==> src/rtl/fet_gate_driver_pkg.sv <==
// Shared types and constants for the FET gate driver dead-time stage.
package fet_gate_pkg;

  localparam int CHANNELS = 4;
  localparam int DT_WIDTH = 8;

  // Per-channel gate sequencing state. The 2-bit encoding is also exported
  // on the debug state bus.
  typedef enum logic [1:0] {
    IDLE  = 2'd0,
    DEAD  = 2'd1,
    HI_ON = 2'd2,
    LO_ON = 2'd3
  } state_t;

  // Dead-time counter load value. A programmed dead-time of zero still
  // gives one both-off cycle, so the counter is never loaded with 0.
  function automatic logic [DT_WIDTH-1:0] dt_load(input logic [DT_WIDTH-1:0] dt);
    return (dt == '0) ? DT_WIDTH'(1) : dt;
  endfunction

endpackage

==> src/rtl/fet_gate_driver_if.sv <==
// Control and status bundle between the PWM/software side and the gate driver.
// There is no valid/ready handshake on this bundle. Every signal is a level
// sampled on each rising clock edge. fault_clr is a one-cycle pulse that is
// acted on in the cycle it is high.
interface fet_gate_driver_if;

  logic [fet_gate_pkg::CHANNELS-1:0]   pwm_in;
  logic [fet_gate_pkg::CHANNELS-1:0]   enable;
  logic [fet_gate_pkg::DT_WIDTH-1:0]   deadtime;
  logic                                fault_clr;
  logic [fet_gate_pkg::CHANNELS-1:0]   gate_hi;
  logic [fet_gate_pkg::CHANNELS-1:0]   gate_lo;
  logic                                fault_latched;
  logic [fet_gate_pkg::CHANNELS-1:0]   ch_dead;
  // Two bits per channel, channel g at [2g+1:2g], encoded as state_t.
  logic [2*fet_gate_pkg::CHANNELS-1:0] dbg_state;

  modport master (
    output pwm_in, enable, deadtime, fault_clr,
    input  gate_hi, gate_lo, fault_latched, ch_dead, dbg_state
  );

  modport slave (
    input  pwm_in, enable, deadtime, fault_clr,
    output gate_hi, gate_lo, fault_latched, ch_dead, dbg_state
  );

endinterface

==> src/rtl/fet_gate_driver_channel.sv <==
// One half-bridge channel: a dead-time FSM with a down counter and a target
// register. Gate outputs are registered from the next state, so they never
// glitch and can never both be high.
module fet_gate_channel
  import fet_gate_pkg::*;
(
  input  logic                i_clk,
  input  logic                i_rst_n,
  input  logic                i_pwm,
  input  logic                i_enable,
  input  logic                i_fault,
  input  logic [DT_WIDTH-1:0] i_deadtime,
  output logic                o_gate_hi,
  output logic                o_gate_lo,
  output logic                o_dead,
  output state_t              o_state
);

  state_t              r_state;
  state_t              w_state_nxt;
  logic [DT_WIDTH-1:0] r_cnt;
  logic [DT_WIDTH-1:0] w_cnt_nxt;
  logic                r_target;
  logic                w_target_nxt;
  logic                r_gate_hi;
  logic                r_gate_lo;
  logic                r_dead;

  // Next-state decode. The disable/fault path overrides everything. The
  // counter is only loaded on DEAD entry, so deadtime changes inside DEAD
  // are ignored.
  always_comb begin
    w_state_nxt  = r_state;
    w_cnt_nxt    = r_cnt;
    w_target_nxt = r_target;
    if (!i_enable || i_fault) begin
      w_state_nxt = IDLE;
    end else begin
      case (r_state)
        IDLE: begin
          w_state_nxt  = DEAD;
          w_target_nxt = i_pwm;
          w_cnt_nxt    = dt_load(i_deadtime);
        end
        HI_ON: begin
          if (!i_pwm) begin
            w_state_nxt  = DEAD;
            w_target_nxt = 1'b0;
            w_cnt_nxt    = dt_load(i_deadtime);
          end
        end
        LO_ON: begin
          if (i_pwm) begin
            w_state_nxt  = DEAD;
            w_target_nxt = 1'b1;
            w_cnt_nxt    = dt_load(i_deadtime);
          end
        end
        DEAD: begin
          w_target_nxt = i_pwm;
          // Leaving at 1 means the counter never reaches 0 or wraps.
          // The <= guard only matters if the counter were ever corrupted.
          if (r_cnt <= DT_WIDTH'(1)) begin
            w_state_nxt = r_target ? HI_ON : LO_ON;
          end else begin
            w_cnt_nxt = r_cnt - DT_WIDTH'(1);
          end
        end
        default: w_state_nxt = IDLE;
      endcase
    end
  end

  // State, counter, target and output registers. Reset drops the gates at
  // once, with no dead-time sequencing.
  always_ff @(posedge i_clk or negedge i_rst_n) begin
    if (!i_rst_n) begin
      r_state   <= IDLE;
      r_cnt     <= '0;
      r_target  <= 1'b0;
      r_gate_hi <= 1'b0;
      r_gate_lo <= 1'b0;
      r_dead    <= 1'b0;
    end else begin
      r_state   <= w_state_nxt;
      r_cnt     <= w_cnt_nxt;
      r_target  <= w_target_nxt;
      r_gate_hi <= (w_state_nxt == HI_ON);
      r_gate_lo <= (w_state_nxt == LO_ON);
      r_dead    <= (w_state_nxt == DEAD);
    end
  end

  assign o_gate_hi = r_gate_hi;
  assign o_gate_lo = r_gate_lo;
  assign o_dead    = r_dead;
  assign o_state   = r_state;

endmodule

==> src/rtl/fet_gate_driver.sv <==
// Quad dead-time / shoot-through protection stage. This top level holds the
// fault pin synchroniser, the sticky fault latch and one FSM per channel.
module fet_gate_driver
  import fet_gate_pkg::*;
(
  input  logic              wb_clk_i,
  input  logic              wb_rst_ni,
  input  logic              fault_in,
  fet_gate_driver_if.slave  bus
);

  logic                  r_sync1;
  logic                  r_sync2;
  logic                  r_fault;
  logic [CHANNELS-1:0]   w_gate_hi;
  logic [CHANNELS-1:0]   w_gate_lo;
  logic [CHANNELS-1:0]   w_dead;
  logic [2*CHANNELS-1:0] w_dbg_state;

  // Two-flop synchroniser for the asynchronous fault pin.
  always_ff @(posedge wb_clk_i or negedge wb_rst_ni) begin
    if (!wb_rst_ni) begin
      r_sync1 <= 1'b0;
      r_sync2 <= 1'b0;
    end else begin
      r_sync1 <= fault_in;
      r_sync2 <= r_sync1;
    end
  end

  // Sticky fault latch. A synchronised fault wins over a clear in the same
  // cycle, so the latch cannot be cleared while the pin is still high.
  always_ff @(posedge wb_clk_i or negedge wb_rst_ni) begin
    if (!wb_rst_ni) begin
      r_fault <= 1'b0;
    end else if (r_sync2) begin
      r_fault <= 1'b1;
    end else if (bus.fault_clr) begin
      r_fault <= 1'b0;
    end
  end

  for (genvar g = 0; g < CHANNELS; g++) begin : g_ch
    state_t w_state;

    fet_gate_channel u_ch (
      .i_clk      (wb_clk_i),
      .i_rst_n    (wb_rst_ni),
      .i_pwm      (bus.pwm_in[g]),
      .i_enable   (bus.enable[g]),
      .i_fault    (r_fault),
      .i_deadtime (bus.deadtime),
      .o_gate_hi  (w_gate_hi[g]),
      .o_gate_lo  (w_gate_lo[g]),
      .o_dead     (w_dead[g]),
      .o_state    (w_state)
    );

    assign w_dbg_state[2*g +: 2] = w_state;
  end

  assign bus.gate_hi       = w_gate_hi;
  assign bus.gate_lo       = w_gate_lo;
  assign bus.ch_dead       = w_dead;
  assign bus.fault_latched = r_fault;
  assign bus.dbg_state     = w_dbg_state;

endmodule

==> src/flat_wrapper.sv <==
// flat-port wrapper written by rule: the top's interface ports become plain ports
module fet_gate_driver_flat import fet_gate_pkg::*;
  (wb_clk_i, wb_rst_ni, fault_in, bus_pwm_in, bus_enable, bus_deadtime, bus_fault_clr, bus_gate_hi, bus_gate_lo, bus_fault_latched, bus_ch_dead, bus_dbg_state);
  fet_gate_driver_if bus_i ();
  input  logic wb_clk_i;
  input  logic wb_rst_ni;
  input  logic fault_in;
  input wire logic [$bits(bus_i.pwm_in)-1:0] bus_pwm_in;
  input wire logic [$bits(bus_i.enable)-1:0] bus_enable;
  input wire logic [$bits(bus_i.deadtime)-1:0] bus_deadtime;
  input wire logic [$bits(bus_i.fault_clr)-1:0] bus_fault_clr;
  output wire logic [$bits(bus_i.gate_hi)-1:0] bus_gate_hi;
  output wire logic [$bits(bus_i.gate_lo)-1:0] bus_gate_lo;
  output wire logic [$bits(bus_i.fault_latched)-1:0] bus_fault_latched;
  output wire logic [$bits(bus_i.ch_dead)-1:0] bus_ch_dead;
  output wire logic [$bits(bus_i.dbg_state)-1:0] bus_dbg_state;
  assign bus_i.pwm_in = bus_pwm_in;
  assign bus_i.enable = bus_enable;
  assign bus_i.deadtime = bus_deadtime;
  assign bus_i.fault_clr = bus_fault_clr;
  assign bus_gate_hi = bus_i.gate_hi;
  assign bus_gate_lo = bus_i.gate_lo;
  assign bus_fault_latched = bus_i.fault_latched;
  assign bus_ch_dead = bus_i.ch_dead;
  assign bus_dbg_state = bus_i.dbg_state;
  fet_gate_driver u_core (.wb_clk_i(wb_clk_i), .wb_rst_ni(wb_rst_ni), .fault_in(fault_in), .bus(bus_i));
endmodule
==> config.mk <==
export PLATFORM = sky130hd
export DESIGN_NAME = fet_gate_driver_flat
export DESIGN_NICKNAME = d
export VERILOG_FILES = /design/src/rtl/fet_gate_driver_pkg.sv /design/src/rtl/fet_gate_driver_if.sv /design/src/rtl/fet_gate_driver_channel.sv /design/src/rtl/fet_gate_driver.sv /design/src/flat_wrapper.sv
export SDC_FILE = /design/constraint.sdc
export NUM_CORES = 1
export LEC_CHECK = 0
export CAP_MARGIN = 20
export CORE_MARGIN = 1.5
export CORE_UTILIZATION = 45
export CTS_CLUSTER_DIAMETER = 150
export DETAILED_ROUTE_END_ITERATION = 10
export PLACE_DENSITY = 0.75
export SLEW_MARGIN = 20
export SYNTH_ARGS = -nofsm -noshare
export SYNTH_HDL_FRONTEND = slang
export SYNTH_SLANG_ARGS = --single-unit
==> constraint.sdc <==
create_clock -name wb_clk_i -period 3.7 [get_ports wb_clk_i]
set_input_delay 0.74 -clock wb_clk_i [delete_from_list [all_inputs] [get_ports wb_clk_i]]
set_output_delay 0.74 -clock wb_clk_i [all_outputs]
set_load 0.005 [all_outputs]
# After elaboration in Yosys (flattened, before gate mapping)
# Index checks and enable logic that the tools add are counted.
# Widths: inputs -> output; s select.
dict set report word_totals {
  regBits 59
  input_bits 20
}
dict set report classes {
  add_sub_neg 4
  magnitude_cmp 4
  eq_ne 36
  n_mux 55
  bitwise_logic 4
  n_reduce_logical 26
}
# op count
set op_table {}
lappend op_table {{$pmux 8 s4} 4}
lappend op_table {{$mux 8} 13}
lappend op_table {{$eq 2x2->1 const B} 16}
lappend op_table {{$le 8x1->1 const B} 4}
lappend op_table {{$mux 2} 16}
lappend op_table {{$pmux 2 s4} 4}
lappend op_table {{$sub 8x1->8 const B} 4}
lappend op_table {{$ne 2x2->1 const B} 12}
lappend op_table {{$eq 2x1->1 const B} 8}
lappend op_table {{$reduce_and 4->1} 4}
lappend op_table {{$mux 1} 14}
lappend op_table {{$pmux 1 s3} 4}
lappend op_table {{$reduce_and 3->1} 4}
lappend op_table {{$logic_not 2->1} 4}
lappend op_table {{$logic_not 8->1} 1}
lappend op_table {{$reduce_or 2->1} 4}
lappend op_table {{$logic_not 1->1} 4}
lappend op_table {{$logic_or 1x1->1} 4}
lappend op_table {{$not 1->1} 4}
lappend op_table {{$reduce_bool 2->1} 1}

# Logic depth before layout (Yosys ltp)
# Gate-level depths: netlist (run 1).
dict set report logic_depth {
  word_depth 5
  mapped_depth 10
  depth_no_buf 8
}

# Modules after synthesis
# Synthesis (run 1) repeated with hierarchy kept, for this count alone.
dict set report hier_totals {
  hier_cells 373
  hier_area_um2 3584.7
}
# mod n_inst cells_per_inst area_per_inst_um2 seq_area_each_um2
set by_module_without_submodules {}
lappend by_module_without_submodules {{fet_gate_channel at u_core.g_ch[1].u_ch ...} 2 90 873.3 350.3}
lappend by_module_without_submodules {{fet_gate_channel at u_core.g_ch[0].u_ch} 1 97 922.1 350.3}
lappend by_module_without_submodules {{fet_gate_channel at u_core.g_ch[3].u_ch} 1 91 829.5 350.3}
lappend by_module_without_submodules {fet_gate_driver 1 5 86.3 75.1}

# Least setup slack after synthesis (run 1)
# No wires, ideal clock.
dict set report synth_path {
  path_kind {input to register}
  start {input bus_pwm_in[3]}
  end {register u_core.g_ch[3].u_ch.r_cnt[2]}
  setup_ns 0.121
  arrival_time_ns 1.880
  required_time_ns 3.579
  setup_slack_ns 1.699
  stages 7
  cell_sequence {xor2_1 > and2_2 > or3_1 > buf_6 > inv_2 > o21ai_0 > a22o_1}
}
dict set report synth_between {
  elab_chain_cells 2
  word_cells_on_any_way 3
  classes_between {eq/ne (2); reduce/logical (1)}
}
# element line_no
set synth_rtl {}
lappend synth_rtl {{start: declaration} flat_wrapper.sv:8} ;# input wire logic [$bits(bus_i.pwm_in)-1:0] bus_pwm_in;
lappend synth_rtl {{$ne 2x2->1 (no source line)} n/a}
lappend synth_rtl {{$reduce_and 4->1 (no source line) (*)} n/a}
lappend synth_rtl {{end signal: assignment} fet_gate_driver_channel.sv:86} ;# r_cnt <= w_cnt_nxt;
lappend synth_rtl {{end: declaration} fet_gate_driver_channel.sv:21} ;# logic [DT_WIDTH-1:0] r_cnt;
# Mark *: on every way between the ends. The rest lies on a longest branch, timed or not.
# A chain may end at the register's enable or synchronous reset.

# Worst setup path after layout (run 1)
# Same ends and word-level chain as after synthesis.

==> flow_metrics.py, run 1 <==
metrics = {
    "run_status": {
        "status": "completed",
    },
    "sta": {
        "worst_slew_pin_slew_ps": 754,
        "setup_viol": 0,
        "fmax_mhz": 421,
        "clock-skew-final_ps": 6.73,
        "final.setup.tns_ps": 0,
        "rsz0062_at_grt": "no",
        "hold_violations": 0,
        "drv_slew": 0,
        "min_period_over_period_pct": 64.2,
        "period_minus_slack_ps": 2380,
        "setup_slack_ps": 1320,
        "max_slew_margin_pct": 49.6,
    },
    "pwr": {
        "total_power_mw": 1.80,
        "power_leakage_nw": 1.67,
        "p_clk_share_pct": 35.5,
        "power_density_nw_per_um2": 452,
        "internal-power_mw": 1.25,
        "ir_drop_v": 0.000216,
        "switchingPower_uw": 549,
        "seqPwrFrac_pct": 45.9,
        "comb_power_share_pct": 18.6,
        "switching_share_pct": 30.5,
    },
    "placed_design": {
        "dpl.cell_count": 507,
        "io_buffers": 40,
        "dpl-instance-area_um2": 3750,
        "hpwl_um": 5130,
        "dp_slack_ps": 971,
        "globalplace.congestion": 0.912,
    },
    "layout": {
        "layout_commonest_cell": "dfrtp_1",
        "diodes": 0,
        "multi_input_area_um2": 1660,
        "instances_no_fill": 524,
        "layout_common_cells": "59 x dfrtp_1, 51 x a21oi_1, 44 x nor2_1, 44 x o21ai_0, 39 x clkdlybuf4s50_1",
        "fin_area_um2": 3990,
        "syn_to_final_growth_pct": 18.0,
        "drive_above_1_share_pct": 6.59,
        "nets": 448,
        "regArea_um2": 1480,
        "num-fill-cells": 646,
    },
    "global_routing": {
        "overflow": 0,
        "grt_pass1_vias": 2656,
        "grt_start_max_net_pins": 45,
        "grt_use_total_pct": 19.7,
        "grt_pass1_wl_um": 12000,
        "antenna_found_initial": 0,
    },
    "logic_synthesis": {
        "synth_edf_count": 0,
        "syn_area_um2": 3380,
        "seq_area_frac_synth_pct": 43.7,
        "async_reset_ff_share_pct": 100,
        "synth_warnings": 0,
        "synth_seq_cells": 59,
        "syn_inst": 393,
        "ys.flop_type": "dfrtp_1",
        "syn_nets": 421,
        "yosysUniqueCellTypes": 53,
        "synth.avg_cell_area_um2": 8.60,
    },
    "clocking": {
        "postCtsResizedCells": 0,
        "cts_setup_buffers": 0,
        "cts.sink_count": 59,
        "ctsHoldBuffers": 0,
        "cts-root-buf": "clkbuf_8",
        "cts.reportedPaths.clkPinSlew_ps": 70,
        "htreeDepth": 3,
        "cts_buffers": 9,
        "cts.path.max_buffers": 2,
        "cts_tree": "done",
        "clkLatencyLatePin_ps": 340,
    },
    "worst_setup_path": {
        "required_ps": 3930,
        "cp-start-kind": "input pin",
        "timing.rr.end": "u_core.g_ch[0].u_ch.r_cnt[1]$_DFFE_PN0P_",
        "r2r_cells": 6,
        "critical_path.max_stage_delay_ps": 470,
        "r2r_slack_ps": 1330,
        "path_class": "in -> reg",
        "critical-path-top-delay-family": "buffers and inverters",
        "worst_path_max_delay_cell": "clkdlybuf4s50_1",
        "cp_cell_sequence": "clkdlybuf4s50_1 -> xor2_1 -> and2_2 -> or3_1 -> inv_2 -> o21ai_0 -> a22o_1",
        "crit_buf_inv": 2,
        "cp_max_fo": 11,
        "arrival_ps": 2610,
        "worstSetupEndpointType": "flip-flop",
        "reg2reg_from": "u_core.g_ch[0].u_ch.o_state[0]$_DFF_PN0_",
    },
    "drt": {
        "detail_route.vias_per_cell": 5.66,
        "ant_nets": 0,
        "drc": 0,
        "vias": 2966,
        "totalWireLength_um": 7390,
        "routedWlPerCell_um": 14.1,
        "drtIter0Drc": 122,
        "dr.pass1.iters": 4,
    },
    "die": {
        "start_util_pct": 46.6,
        "die_h_um": 89.7,
        "core_area_um2": 7250,
        "num_io_pins": 41,
        "fp.dieW_um": 89.7,
        "die-area_um2": 8040,
        "row_count": 31,
    },
    "hold_path": {
        "min_path_type": "in -> async",
    },
    "flow_run": {
        "maxCapViolCount": 0,
    },
}
worst max-delay path by stage:
stage | start | endpoint | slack (ps) | cells past startpoint
floorplan | bus_pwm_in[3] | u_core.g_ch[3].u_ch.r_cnt[2]$_DFFE_PN0P_ | 1700 | 7
detailed placement | bus_pwm_in[3] | u_core.g_ch[3].u_ch.r_cnt[2]$_DFFE_PN0P_ | 970 | 7
global route | u_core.g_ch[0].u_ch.o_state[0]$_DFF_PN0_ | u_core.g_ch[0].u_ch.r_cnt[1]$_DFFE_PN0P_ | 1130 | 6
global placement | bus_pwm_in[3] | u_core.g_ch[3].u_ch.r_cnt[2]$_DFFE_PN0P_ | 1010 | 7
CTS | bus_pwm_in[3] | u_core.g_ch[3].u_ch.r_cnt[2]$_DFFE_PN0P_ | 1350 | 7
finish | bus_pwm_in[3] | u_core.g_ch[3].u_ch.r_cnt[2]$_DFFE_PN0P_ | 1320 | 7
area by class of cell:
class,instances,area share (%)
Tap cell,99,3.11
Timing Repair Buffer,43,10.8
Multi-Input combinational cell,285,41.6
Clock buffer,9,3.11
Clock inverter,7,2.32
Sequential cell,59,37.0
Inverter,22,2.07
logic make-up after synthesis:
family | Yosys count | synth area share, %
buffers and inverters | 49 | 7.29
DFF | 59 | 43.7
xor gates and xnor gates | 4 | 1.04
adders and majority gates | 8 | 2.96
muxes | 1 | 0.296
AOI/OAI and AO/OA | 143 | 25.4
and+or+nand+nor | 129 | 19.3
flip-flops by register name (all words and copies together), names as in the netlist:
signal and count:
u_core.r_sync1 1, u_core.g_ch.u_ch.o_gate_lo 4, u_core.g_ch.u_ch.r_target 4, u_core.g_ch.u_ch.o_dead 4, u_core.g_ch.u_ch.o_gate_hi 4, u_core.g_ch.u_ch.o_state 8, u_core.r_sync2 1, u_core.g_ch.u_ch.r_cnt 32
u_core.bus.fault_latched 1
Yosys cell counts, types with 3 or more instances:
master | instances | area (um2)
o22ai_1 | 5 | 31.3
nor3b_1 | 4 | 30.0
o31a_1 | 3 | 26.3
inv_1 | 20 | 75.1
ha_1 | 8 | 100
clkbuf_1 | 10 | 37.5
dfrtp_1 | 59 | 1480
nor2_1 | 44 | 165
or3_1 | 3 | 18.8
nand3_1 | 7 | 35.0
o211ai_1 | 3 | 22.5
a2bb2oi_1 | 4 | 35.0
a31oi_1 | 3 | 18.8
nand2_1 | 23 | 86.3
a22oi_1 | 3 | 22.5
a21o_1 | 7 | 52.6
nor2b_1 | 8 | 50.1
nor3_1 | 16 | 80.1
buf_4 | 12 | 90.1
a21oi_1 | 51 | 255
xor2_1 | 3 | 26.3
nand2b_1 | 8 | 50.1
nor4_1 | 4 | 25.0
a211oi_1 | 4 | 30.0
o21ai_0 | 44 | 220
metrics by stage:
stage                     hold slack (ps)  util [%]
after detailed placement              345      51.7
after CTS                             351      54.7
final                                 310      55.0
after global routing                  316      55.0
after floorplan                       331         -
after global placement                335      51.7
power by group through the flow:
stage / Sequential [mW] / Combinational (mW) / Clock [mW]
floorplan: 0.809 / 0.240 / 0
global placement: 0.831 / 0.321 / 0
detailed placement: 0.835 / 0.331 / 0
CTS: 0.823 / 0.333 / 0.652
global route: 0.837 / 0.384 / 0.682
finish: 0.826 / 0.335 / 0.640
metal layers:
metal  part of all wire, %  global-route usage, %
met2                    47                   30.6
met4                   1.7                   10.2
met1                    47                   25.5
met3                   4.8                   4.94
met5                     0                      0
(Power assumes the default switching activity.)
==> run 2: changes to the inputs <==
Clock period 3.7 ns to 2.37 ns, I/O delays scaled along.
==> run 2 against run 1 <==
- die area did not move
- critical path depth did not move
- power rose by 52%
- combinational power rose by 61%
- global-route usage rose by 0.47 points
- first-iteration DRC count rose by 14%
- critical path type is now reg -> reg
- largest cell class unchanged
- largest power group unchanged
==> flow_metrics.py, run 2 (synthesis results as in run 1) <==
metrics = {
    "clocking": {
        "cts_buffers": 9,
        "clkLatencyLatePin_ps": 340,
        "cts.sink_count": 59,
        "cts_setup_buffers": 0,
        "ctsHoldBuffers": 0,
        "cts.reportedPaths.clkPinSlew_ps": 70,
        "cts.path.max_buffers": 2,
        "cts-root-buf": "clkbuf_8",
        "cts_tree": "done",
        "htreeDepth": 3,
        "postCtsResizedCells": 0,
    },
    "pwr": {
        "total_power_mw": 2.73,
        "power_density_nw_per_um2": 675,
        "power_leakage_nw": 1.71,
        "ir_drop_v": 0.000346,
    },
    "drt": {
        "drc": 0,
        "route.met2.wl_um": 3690,
        "detail_route.vias_per_cell": 5.54,
        "vias": 2962,
        "met3WireLength_um": 342,
        "drtIter0Drc": 139,
        "top_layer": "met4",
        "dr.pass1.iters": 4,
        "ant_nets": 0,
        "totalWireLength_um": 7670,
        "routedWlPerCell_um": 14.3,
        "wl_met1_um": 3540,
    },
    "layout": {
        "top_register": "u_core.g_ch.u_ch.r_cnt",
        "instances_no_fill": 535,
        "num-fill-cells": 666,
        "diodes": 0,
        "fin_area_um2": 4050,
        "largest_register_ffs": 32,
        "nets": 459,
        "drive_above_1_share_pct": 8.94,
        "syn_to_final_growth_pct": 19.7,
        "layout_common_cells": "59 x dfrtp_1, 51 x a21oi_1, 44 x nor2_1, 44 x o21ai_0, 39 x clkdlybuf4s50_1",
        "layout_commonest_cell": "dfrtp_1",
    },
    "worst_setup_path": {
        "worstSetupEndpointType": "flip-flop",
        "arrival_ps": 2300,
        "r2r_cells": 7,
        "r2r_slack_ps": 280,
        "timing.rr.end": "u_core.g_ch[1].u_ch.r_cnt[1]$_DFFE_PN0P_",
        "required_ps": 2580,
        "reg2reg_from": "u_core.g_ch[1].u_ch.r_cnt[0]$_DFFE_PN0P_",
        "cp_max_fo": 6,
        "cp-start-kind": "flip-flop",
        "path_class": "reg -> reg",
    },
    "sta": {
        "rsz0062_at_grt": "no",
        "max_slew_margin_pct": 57.2,
        "hold_violations": 0,
        "drv_slew": 0,
        "period_minus_slack_ps": 2090,
        "setup_viol": 0,
        "min_period_over_period_pct": 88.0,
        "fmax_mhz": 480,
        "clock-skew-final_ps": 8.87,
        "setup_slack_ps": 285,
        "final.setup.tns_ps": 0,
        "worst_slew_pin_slew_ps": 641,
    },
    "die": {
        "start_util_pct": 46.6,
        "die-area_um2": 8040,
        "row_count": 31,
        "fp.dieW_um": 89.7,
        "num_io_pins": 41,
        "die_h_um": 89.7,
        "core_area_um2": 7250,
    },
    "global_routing": {
        "grt_start_max_net_pins": 37,
        "grt_pass1_wl_um": 12300,
        "grt_pass1_vias": 2703,
        "overflow": 0,
        "grt_use_total_pct": 20.2,
        "antenna_found_initial": 0,
    },
    "placed_design": {
        "dpl.cell_count": 519,
        "dpl-instance-area_um2": 3850,
        "dp_slack_ps": 96.5,
        "io_buffers": 40,
        "hpwl_um": 5480,
        "globalplace.congestion": 0.899,
    },
    "hold_path": {
        "min_path_type": "in -> async",
    },
    "flow_run": {
        "maxCapViolCount": 0,
    },
    "run_status": {
        "status": "completed",
    },
}
==> run 2: per-layer routing <==
layer	global-route usage, %	vias to the layer above
met1	26.6	1409
met3	3.29	9
li1	-	1480
met2	33.0	64
met4	8.53	0
met5	0	-
==> run 2: worst max-delay path, cell delays in order, from the launching register on <==
cell,delay (ps)
dfrtp_1,420
inv_1,80
ha_1,250
o2111a_1,350
o22ai_1,370
nand2_1,210
inv_1,180
o21ai_0,100
==> run 2: layout make-up <==
cell class                      instances  area, um2  share of cell area (%)
Inverter                               22       82.6                    2.04
Multi-Input combinational cell        285       1660                    41.0
Timing Repair Buffer                   54        513                    12.7
Clock inverter                          7       68.8                    1.70
Sequential cell                        59       1480                    36.5
Tap cell                               99        124                    3.06
Clock buffer                            9        124                    3.06
==> run 2: stage by stage <==
stage / hold slack, ps / utilization, %
floorplan: 178 / -
global placement: 336 / 53.1
detailed placement: 352 / 53.1
CTS: 134 / 55.8
global route: 169 / 55.8
finish: 122 / 55.8
==> run 2: worst max path at each step <==
stage                                                        start                                  endpoint  slack [ps]  cells after the start
after global placement                               bus_pwm_in[3]  u_core.g_ch[3].u_ch.r_cnt[1]$_DFFE_PN0P_         130                      7
after global routing      u_core.g_ch[1].u_ch.r_cnt[0]$_DFFE_PN0P_  u_core.g_ch[1].u_ch.r_cnt[1]$_DFFE_PN0P_          60                      7
after detailed placement                             bus_pwm_in[3]  u_core.g_ch[3].u_ch.r_cnt[1]$_DFFE_PN0P_         100                      7
after floorplan           u_core.g_ch[3].u_ch.o_state[1]$_DFF_PN0_  u_core.g_ch[3].u_ch.r_cnt[2]$_DFFE_PN0P_         420                      7
after CTS                 u_core.g_ch[1].u_ch.r_cnt[0]$_DFFE_PN0P_  u_core.g_ch[1].u_ch.r_cnt[1]$_DFFE_PN0P_         310                      7
final                     u_core.g_ch[1].u_ch.r_cnt[0]$_DFFE_PN0P_  u_core.g_ch[1].u_ch.r_cnt[1]$_DFFE_PN0P_         280                      7
==> run 2: report_power, final <==
part | switching (mW) | leakage (nW) | total, mW | internal (mW)
Clock | 0.418 | 0.0950 | 0.898 | 0.481
Sequential | 0.151 | 0.733 | 1.29 | 1.14
Combinational | 0.304 | 0.878 | 0.540 | 0.236
Total | 0.872 | 1.71 | 2.73 | 1.86
